[src/rtl/demux_1x2_sched_if.sv]
// Handshake bundle for the 1-to-2 burst demux: one upstream word stream,
// two downstream channels, plus mode/select controls and status.
interface demux_1x2_sched_if #(
  parameter int DATA_W = 8
);
  logic [DATA_W-1:0] din;
  logic              din_valid;
  logic              din_ready;
  logic              mode;
  logic              s;
  logic [DATA_W-1:0] y0;
  logic              y0_valid;
  logic              y0_ready;
  logic [DATA_W-1:0] y1;
  logic              y1_valid;
  logic              y1_ready;
  logic              cur_sel;
  logic              busy;
  logic              burst_done;

  // Producer/consumer side: drives words, controls and channel readies.
  modport master (
    output din, din_valid, mode, s, y0_ready, y1_ready,
    input  din_ready, y0, y0_valid, y1, y1_valid, cur_sel, busy, burst_done
  );

  // Scheduler side.
  modport slave (
    input  din, din_valid, mode, s, y0_ready, y1_ready,
    output din_ready, y0, y0_valid, y1, y1_valid, cur_sel, busy, burst_done
  );
endinterface

[src/rtl/demux_1x2_sched.sv]
// Burst scheduler for a 1-to-2 demux. Each burst of BURST_LEN words is
// routed atomically to one channel, picked in IDLE from the external select
// or a round-robin pointer. A single output register serves both channels.
module demux_1x2_sched #(
  parameter int DATA_W    = 8,
  parameter int BURST_LEN = 4
) (
  input  logic             clk,
  input  logic             rst,
  demux_1x2_sched_if.slave bus
);
  localparam int               CNT_W    = $clog2(BURST_LEN + 1);
  localparam logic [CNT_W-1:0] LAST_IDX = CNT_W'(BURST_LEN - 1);

  typedef enum logic [1:0] {
    IDLE  = 2'd0,
    ROUTE = 2'd1,
    DRAIN = 2'd2
  } state_t;

  state_t            state_q, state_d;
  logic [CNT_W-1:0]  cnt_q, cnt_d;
  logic [DATA_W-1:0] data_q, data_d;
  logic              out_valid_q, out_valid_d;
  logic              cur_sel_q, cur_sel_d;
  logic              rr_ptr_q, rr_ptr_d;
  logic              burst_done_q, burst_done_d;

  logic              sel_ready;
  logic              out_hs;
  logic              in_hs;
  logic              din_ready;
  logic [1:0]        ch_ready;
  logic [1:0]        ch_valid;
  logic [DATA_W-1:0] ch_data [2];

  // Only the selected channel's ready matters; the other one is ignored.
  assign ch_ready  = {bus.y1_ready, bus.y0_ready};
  assign sel_ready = ch_ready[cur_sel_q];
  assign out_hs    = out_valid_q && sel_ready;
  // Accept a new word when the output register is empty or draining this cycle.
  assign din_ready = (state_q == ROUTE) && (!out_valid_q || sel_ready);
  assign in_hs     = bus.din_valid && din_ready;

  // Steer the shared output register to the latched channel; the other is held at zero.
  for (genvar gi = 0; gi < 2; gi++) begin : g_ch
    assign ch_valid[gi] = out_valid_q && (cur_sel_q == 1'(gi));
    assign ch_data[gi]  = ch_valid[gi] ? data_q : '0;
  end

  assign bus.din_ready  = din_ready;
  assign bus.y0         = ch_data[0];
  assign bus.y0_valid   = ch_valid[0];
  assign bus.y1         = ch_data[1];
  assign bus.y1_valid   = ch_valid[1];
  assign bus.cur_sel    = cur_sel_q;
  assign bus.busy       = (state_q != IDLE);
  assign bus.burst_done = burst_done_q;

  // Next-state logic for the FSM, word counter, output register and round-robin pointer.
  always_comb begin
    state_d      = state_q;
    cnt_d        = cnt_q;
    data_d       = data_q;
    out_valid_d  = out_valid_q;
    cur_sel_d    = cur_sel_q;
    rr_ptr_d     = rr_ptr_q;
    burst_done_d = 1'b0;

    if (in_hs) begin
      data_d      = bus.din;
      out_valid_d = 1'b1;
    end else if (out_hs) begin
      out_valid_d = 1'b0;
    end

    case (state_q)
      IDLE: begin
        // mode and s are only looked at here, so mid-burst changes cannot split a burst.
        if (bus.din_valid) begin
          cur_sel_d = bus.mode ? rr_ptr_q : bus.s;
          cnt_d     = '0;
          state_d   = ROUTE;
        end
      end
      ROUTE: begin
        if (in_hs) begin
          cnt_d = cnt_q + CNT_W'(1);
          if (cnt_q == LAST_IDX) begin
            state_d = DRAIN;
          end
        end
      end
      DRAIN: begin
        // Wait for the last word to leave before releasing the channel.
        if (!out_valid_q || out_hs) begin
          state_d      = IDLE;
          burst_done_d = 1'b1;
          if (bus.mode) begin
            rr_ptr_d = ~rr_ptr_q;
          end
        end
      end
      default: state_d = IDLE;
    endcase
  end

  // State register; reset drops any buffered word and the rest of the burst.
  always_ff @(posedge clk) begin
    if (rst) begin
      state_q      <= IDLE;
      cnt_q        <= '0;
      data_q       <= '0;
      out_valid_q  <= 1'b0;
      cur_sel_q    <= 1'b0;
      rr_ptr_q     <= 1'b0;
      burst_done_q <= 1'b0;
    end else begin
      state_q      <= state_d;
      cnt_q        <= cnt_d;
      data_q       <= data_d;
      out_valid_q  <= out_valid_d;
      cur_sel_q    <= cur_sel_d;
      rr_ptr_q     <= rr_ptr_d;
      burst_done_q <= burst_done_d;
    end
  end
endmodule

[src/flat_wrapper.sv]
// flat-port wrapper written by rule: the top's interface ports become plain ports
module demux_1x2_sched_flat 
#(
  parameter int DATA_W    = 8,
  parameter int BURST_LEN = 4
)
  (clk, rst, bus_din, bus_din_valid, bus_mode, bus_s, bus_y0_ready, bus_y1_ready, bus_din_ready, bus_y0, bus_y0_valid, bus_y1, bus_y1_valid, bus_cur_sel, bus_busy, bus_burst_done);
  demux_1x2_sched_if #(.DATA_W(DATA_W)) bus_i ();
  input  logic clk;
  input  logic rst;
  input wire logic [$bits(bus_i.din)-1:0] bus_din;
  input wire logic [$bits(bus_i.din_valid)-1:0] bus_din_valid;
  input wire logic [$bits(bus_i.mode)-1:0] bus_mode;
  input wire logic [$bits(bus_i.s)-1:0] bus_s;
  input wire logic [$bits(bus_i.y0_ready)-1:0] bus_y0_ready;
  input wire logic [$bits(bus_i.y1_ready)-1:0] bus_y1_ready;
  output wire logic [$bits(bus_i.din_ready)-1:0] bus_din_ready;
  output wire logic [$bits(bus_i.y0)-1:0] bus_y0;
  output wire logic [$bits(bus_i.y0_valid)-1:0] bus_y0_valid;
  output wire logic [$bits(bus_i.y1)-1:0] bus_y1;
  output wire logic [$bits(bus_i.y1_valid)-1:0] bus_y1_valid;
  output wire logic [$bits(bus_i.cur_sel)-1:0] bus_cur_sel;
  output wire logic [$bits(bus_i.busy)-1:0] bus_busy;
  output wire logic [$bits(bus_i.burst_done)-1:0] bus_burst_done;
  assign bus_i.din = bus_din;
  assign bus_i.din_valid = bus_din_valid;
  assign bus_i.mode = bus_mode;
  assign bus_i.s = bus_s;
  assign bus_i.y0_ready = bus_y0_ready;
  assign bus_i.y1_ready = bus_y1_ready;
  assign bus_din_ready = bus_i.din_ready;
  assign bus_y0 = bus_i.y0;
  assign bus_y0_valid = bus_i.y0_valid;
  assign bus_y1 = bus_i.y1;
  assign bus_y1_valid = bus_i.y1_valid;
  assign bus_cur_sel = bus_i.cur_sel;
  assign bus_busy = bus_i.busy;
  assign bus_burst_done = bus_i.burst_done;
  demux_1x2_sched #(.DATA_W(DATA_W), .BURST_LEN(BURST_LEN)) u_core (.clk(clk), .rst(rst), .bus(bus_i));
endmodule
[config.mk]
export PLATFORM = sky130hd
export DESIGN_NAME = demux_1x2_sched_flat
export DESIGN_NICKNAME = d
export VERILOG_FILES = /design/src/rtl/demux_1x2_sched_if.sv /design/src/rtl/demux_1x2_sched.sv /design/src/flat_wrapper.sv
export SDC_FILE = /design/constraint.sdc
export NUM_CORES = 1
export LEC_CHECK = 0
export ABC_AREA = 1
export BUFFER_PORTS_ARGS = -buffer_cell sky130_fd_sc_hd__buf_4
export CORE_MARGIN = 2
export CORE_UTILIZATION = 40
export DETAILED_ROUTE_END_ITERATION = 8
export PLACE_DENSITY = 0.75
export SETUP_SLACK_MARGIN = 0.4
export SYNTH_ARGS = -nofsm -noshare
export SYNTH_HDL_FRONTEND = slang
export SYNTH_SLANG_ARGS = --single-unit
[constraint.sdc]
create_clock -name clk -period 1.1 [get_ports clk]
set_input_delay 0.11 -clock clk [delete_from_list [all_inputs] [get_ports clk]]
set_output_delay 0.11 -clock clk [all_outputs]
set_load 0.02 [all_outputs]
==> impl_metrics.ini, run 1 <==
[status]
outcome = complete, but fails checks
violations = setup timing

[timing]
tightest_slew_ps = 337
layout_worst_path_cycle_share_pct = 115
max_freq_mhz = 788
timing.final.crit_period_ps = 1270
rsz_0062_raised_after_global_routing = true
postLayoutSetupSlackWorst_ps = -169
slew-limit-headroom_pct = 77.5
fin_setup_tns_ps = -3850
finClkSkew_ps = 2.10
hold_viol_final = 0
final_max_slew_viol_count = 0
setup_failing_eps_final = 34

[route]
initialDrtViolationCount = 16
routed-via-count = 1036
remaining_drc_errors = 0
drtAntennaViolNets = 0
dr_vias_cell = 4.93
wire_per_inst_um = 12.7
detail_route.first_pass.iterations = 4
routed_wirelength_mm = 2.67

[global_route]
grtUsageTotal_pct = 20.7
overflow = 0
number_of_antenna_violations_at_the_first_check_in_global_routing = 0
number_of_global_route_vias_before_repair = 928
pin_count_of_the_biggest_net_entering_global_routing = 12
grt_first_pass_wirelength_mm = 4.02

[clock_tree]
holdBufCountCts = 0
clock_transition_at_the_registers_of_the_reported_paths_ps = 100
clock-sinks = 17
clockBufferDepth = 2
cts_tree = done
cts-htree-levels = 1
cts_root_buf = clkbuf_4
clock_latency_ps = 300
numCtsBuffers = 3

[placed_design]
dpl.hpwl_mm = 1.50
finalWeightedCongestion = 0.768
io_buffer_count = 36

[synthesis]
synth-async-reset-ratio_pct = 0
ys.flop_type = dfxtp_1
synth.top_cell.area_share_pct = 40.1
synth-seq-cells = 17
syn_inst = 128
mappedNetlistArea_um2 = 850
synth_area_leaders = dfxtp_1, nor2_1, nand2_1, inv_1, a21oi_1
post-synth-top-area-cell = dfxtp_1
synth.yosys.warnings = 0
post_synth.cell_area_avg_um2 = 6.64
synth-edff-count = 0
synth_seq_area_share_pct = 40.1
syn_nets = 145
synth.distinct_cells = 20
synthMostInstantiatedCell = nor2_1
synth_top_cells_by_count = nor2_1, nand2_1, inv_1

[min_path]
min_path_type = in2reg
min_delay_path_depth = 2
worst_hold_path.endpoint = u_core.state_q[0]
holdCritStartpoint = rst

[worst_setup_path]
endpoint_kind = output pin
critPathArrivalTime_ps = 1160
maximum_fanout_along_the_worst_path = 4
slowest_cell_on_crit_path = dfxtp_4
worstSetupStartpoint = u_core.bus.cur_sel
critical_path_class = reg2out
critical_path.reg2reg.startpoint = u_core.bus.cur_sel
r2r_cells = 9
register_to_register_path_setup_slack_ps = -130
cp-start-kind = flop
worstReg2RegEnd = u_core.data_q[0]
worstPathRequired_ps = 990
worst_path_largest_cell_delay_ps = 380
path_cells = inv_4 > nand2_4 > nand3_4 > inv_2 > nor3_2 > buf_4

[floorplanning]
starting_density_of_the_core_pct = 42.9
floorplan_core_area_mm2 = 0.00198
die-height_um = 50.1
floorplan.die.width_um = 50.1
boundaryPins = 37
placement_rows = 16
die_outline_area_mm2 = 0.00251

[pwr]
p_per_area_mw_per_mm2 = 882
p_leak_nw = 0.739
power.total_mw = 1.40
ir_worst_vdd_mv = 0.839

[cells_and_area]
nNetsFinal = 201
antenna-diode-count = 0
area_growth_from_synthesis_to_layout_pct = 86.7
drive_above_1_share_pct = 57.9

[job]
number_of_max_cap_violations = 0
[layout make-up]
type                    instances  area [um^2]
multi-input cells              90          616
repair buffers                 51          468
fillers                       116          395
flip-flops and latches         17          357
inverters                      21         86.3
well taps                      27         33.8
clock buffers                   4         26.3
[worst max path at each step]
stage               slack (ps)               end
global placement            -1   u_core.cnt_q[0]
detailed placement         -40  u_core.data_q[0]
finish                    -170     bus_din_ready
CTS                       -170         bus_y0[7]
global route              -240     bus_din_ready
floorplan                   50     bus_din_ready
[where the power goes]
part	internal, mW	switching (mW)
registers	0.642	0.0183
clock network	0.142	0.207
logic	0.179	0.211
[through the flow]
stage | cell area [um^2] | hold WS (ps) | util, % | cells | worst slack, ps
after detailed placement | 1240 | 331 | 62.4 | 192 | -43.8
after global placement | 1240 | 328 | 62.4 | 192 | -1.03
after global routing | 1590 | 6.00 | 80.1 | 210 | -237
after CTS | 1480 | 13.5 | 74.7 | 208 | -173
after floorplan | 928 | 169 | - | 128 | 51.1
final | 1590 | 8.46 | 80.1 | 210 | -169
[timing repair]
action | 4_1_cts | 5_1_grt
setup endpoints to repair | 39 | 39
buffers inserted | 9 | 2
pin swaps | 10 | 10
cloned | 3 | 0
endpoints found under the hold margin | 0 | 0
gates resized for setup | 26 | 27
[flip-flops by register name, indices dropped and copies added, names as in the netlist]
| signal | cells |
|---|---|
| u_core.state_q | 2 |
| u_core.bus.cur_sel | 1 |
| u_core.rr_ptr_q | 1 |
| u_core.cnt_q | 3 |
| u_core.data_q | 8 |
| u_core.bus.burst_done | 1 |
| u_core.out_valid_q | 1 |
[cells by family after synthesis]
| logic type | after synthesis | share of synthesized area [%] |
|---|---|---|
| fa+ha+maj | 2 | 2.95 |
| buf+inv | 24 | 11.9 |
| flops | 17 | 40.1 |
| compound gates | 8 | 5.30 |
| simple gates | 77 | 39.8 |
[layer usage]
layer  vias to the layer above  track usage (%)  routed length, um
li1                        514                -                  -
met1                       484             24.9               1020
met2                        35             36.4               1470
met3                         3             3.94                156
met4                         0             6.94                 34
met5                         -                0                  0
[critical path, delay by kind of cell (launching register included)]
family	cells	cell delay, ps
flip-flops	1	380
buffers and inverters	3	290
AND/OR/NAND/NOR	3	200
[cells in the final DEF, fill, tap and decap left out]
cell	instances
buf_4	33
nand2_1	20
inv_1	17
nor2_1	17
buf_6	16
nor2_2	13
dfxtp_1	12
nand2_2	8
nand3_4	6
nor2_4	5
nand4_1	4
dfxtp_4	4
inv_4	3
a21oi_2	3
nand3_2	3
a21oi_1	3
clkbuf_4	3
nand2_4	2
buf_12	2
inv_2	1
nor3_2	1
o21ai_0	1
o211a_1	1
nor4_2	1
ha_2	1
ha_1	1
clkbuf_1	1
dfxtp_2	1
Note: power is estimated with default switching activity, not from simulation.
==> run 2: changes to the inputs <==
- CELL_PAD_IN_SITES_DETAIL_PLACEMENT: unset -> 1
- CELL_PAD_IN_SITES_GLOBAL_PLACEMENT: unset -> 2
- CORE_ASPECT_RATIO: unset -> 0.5
- CORE_UTILIZATION: 40 -> 20
- GPL_TIMING_DRIVEN: unset -> 0
- PLACE_DENSITY: 0.75 -> 0.74
==> run 2 against run 1 <==
Compared with the run above: die area grew 92%; the run still ends with setup timing left; fmax is 2.2% higher; clock power rose by 34%; critical path type unchanged; routed wire length rose by 6.3%; critical path depth did not move; sequential share of layout area is 0.51 points higher; global-route usage fell by 8.3 points; clock-buffer cell count stayed put; cell count is 13% higher; worst hold slack improved by 68 ps; register-to-register slack is essentially flat; largest power group unchanged.
==> impl_metrics.ini, run 2 (synthesized netlist as in run 1, its figures left out) <==
[status]
outcome = complete, but fails checks
violations = setup timing

[floorplanning]
die-height_um = 50.1
boundaryPins = 37
starting_density_of_the_core_pct = 21.3
placement_rows = 16
die_outline_area_mm2 = 0.00482
floorplan_core_area_mm2 = 0.00398
floorplan.die.width_um = 96.2

[route]
initialDrtViolationCount = 24
routed-wl-met2_mm = 1.40
dr_vias_cell = 4.08
met3_length_um = 99
route.layer.met1.wl_mm = 1.34
routed_wirelength_mm = 2.84
drtAntennaViolNets = 0
detail_route.first_pass.iterations = 2
remaining_drc_errors = 0
wire_per_inst_um = 12.0
routed-via-count = 967
topRoutingLayerUsed = met4

[cells_and_area]
drive_above_1_share_pct = 49.7
largest_register = u_core.data_q
final_cell_mix = buf_4, nand2_1, nor2_1, inv_1, dfxtp_1
biggestRegsByFlops = u_core.data_q x8, u_core.cnt_q x3, u_core.state_q x2
final_common_cell = buf_4
num-fill-cells = 494
cell_count_final_fillers_out = 237
largest_register_ff_count = 8
finish.utilization_pct = 38.9
nNetsFinal = 201
antenna-diode-count = 0
area_growth_from_synthesis_to_layout_pct = 82.6
layout.cell_area.non_filler_mm2 = 0.00155

[timing]
max_freq_mhz = 806
postLayoutSetupSlackWorst_ps = -141
layout_worst_path_cycle_share_pct = 113
rsz_0062_raised_after_global_routing = true
setup_failing_eps_final = 32
timing.final.crit_period_ps = 1240
slew-limit-headroom_pct = 69.1
final_max_slew_viol_count = 0
finClkSkew_ps = 4.99
tightest_slew_ps = 463
hold_viol_final = 0
holdWs_ps = 76.0

[pwr]
power.total_mw = 1.46
p_clk_share_pct = 31.8
power.share.sequential_pct = 45.6
switchingPower_mw = 0.418
comb_power_share_pct = 22.5
p_per_area_mw_per_mm2 = 944
p_sw_share_pct = 28.6
ir_worst_vdd_mv = 0.411
cellInternalPower_mw = 1.05
p_leak_nw = 0.736

[clock_tree]
numCtsBuffers = 3
cts-htree-levels = 1
cts_root_buf = clkbuf_8
clock-sinks = 17
holdBufCountCts = 0
clock_latency_ps = 250
clockBufferDepth = 2
cts_tree = done
clock_transition_at_the_registers_of_the_reported_paths_ps = 70

[global_route]
grtUsageTotal_pct = 12.4
grt_first_pass_wirelength_mm = 4.52
number_of_antenna_violations_at_the_first_check_in_global_routing = 0
overflow = 0
number_of_global_route_vias_before_repair = 966
pin_count_of_the_biggest_net_entering_global_routing = 11

[worst_setup_path]
endpoint_kind = output pin
critPathArrivalTime_ps = 1130
worstPathRequired_ps = 990
critical_path_class = reg2out
cp-start-kind = flop
r2r_cells = 9
maximum_fanout_along_the_worst_path = 5

[min_path]
min_path_type = in2reg
min_delay_path_depth = 2

[placed_design]
io_buffer_count = 36
post_dp_cell_area_mm2 = 0.00127
finalWeightedCongestion = 0.674
number_of_cells_in_the_design_after_placement = 218
dpl.hpwl_mm = 1.80

[job]
number_of_max_cap_violations = 0
run 2: cell count changes in the layout (fill, tap and decap cells not counted), sizes merged:
cell	change
nand3	-3
buf	+1
clkbuf	+1
nand2	+1
run 2: worst paths after layout:
check,from,end,slack [ps]
worst max-delay path,u_core.bus.cur_sel,bus_din_ready,-140
worst min-delay path,rst,u_core.state_q[0],80
worst max register to register,u_core.bus.cur_sel,u_core.rr_ptr_q,-140
worst min register to register,u_core.rr_ptr_q,u_core.rr_ptr_q,480
run 2: power by group through the flow:
stage | Clock (mW) | Combinational [mW] | Sequential (mW)
after floorplan | 0 | 0.155 | 0.676
after global placement | 0 | 0.257 | 0.674
after detailed placement | 0 | 0.260 | 0.676
after CTS | 0.493 | 0.317 | 0.667
after global routing | 0.535 | 0.363 | 0.672
final | 0.466 | 0.330 | 0.668
run 2: timing repair:
action,CTS,global route
pin swaps,1,4
hold endpoints to repair,0,0
gates resized for setup,21,12
buffers inserted,10,4
cloned,1,0
endpoints found under the setup margin,39,39
run 2: worst max-delay path: stages (launching register included):
cell,delay [ps]
dfxtp_4,370
inv_4,80
nand2_4,50
nand3_4,70
inv_2,50
nor3_2,100
buf_4,160
run 2: stage by stage:
stage,setup slack [ps],TNS [ps]
after floorplan,51.1,0
after global placement,-55.4,-597
after detailed placement,-68.8,-875
after global routing,-234,-5460
final,-141,-2930
after CTS,-133,-3540
run 2: area by class of cell:
class                   instances  area, um^2  area share (%)
clock buffers                   4        45.0            2.90
plain buffers                   3        30.0            1.94
multi-input cells              88         554            35.7
inverters                      21        88.8            5.73
repair buffers                 50         409            26.4
well taps                      54        67.6            4.35
flip-flops and latches         17         357            23.0
run 2: per-layer routing:
layer	up-vias	track usage (%)
met5	-	0
met4	0	2.86
met3	2	3.67
met2	17	20.5
met1	445	15.9
li1	503	-
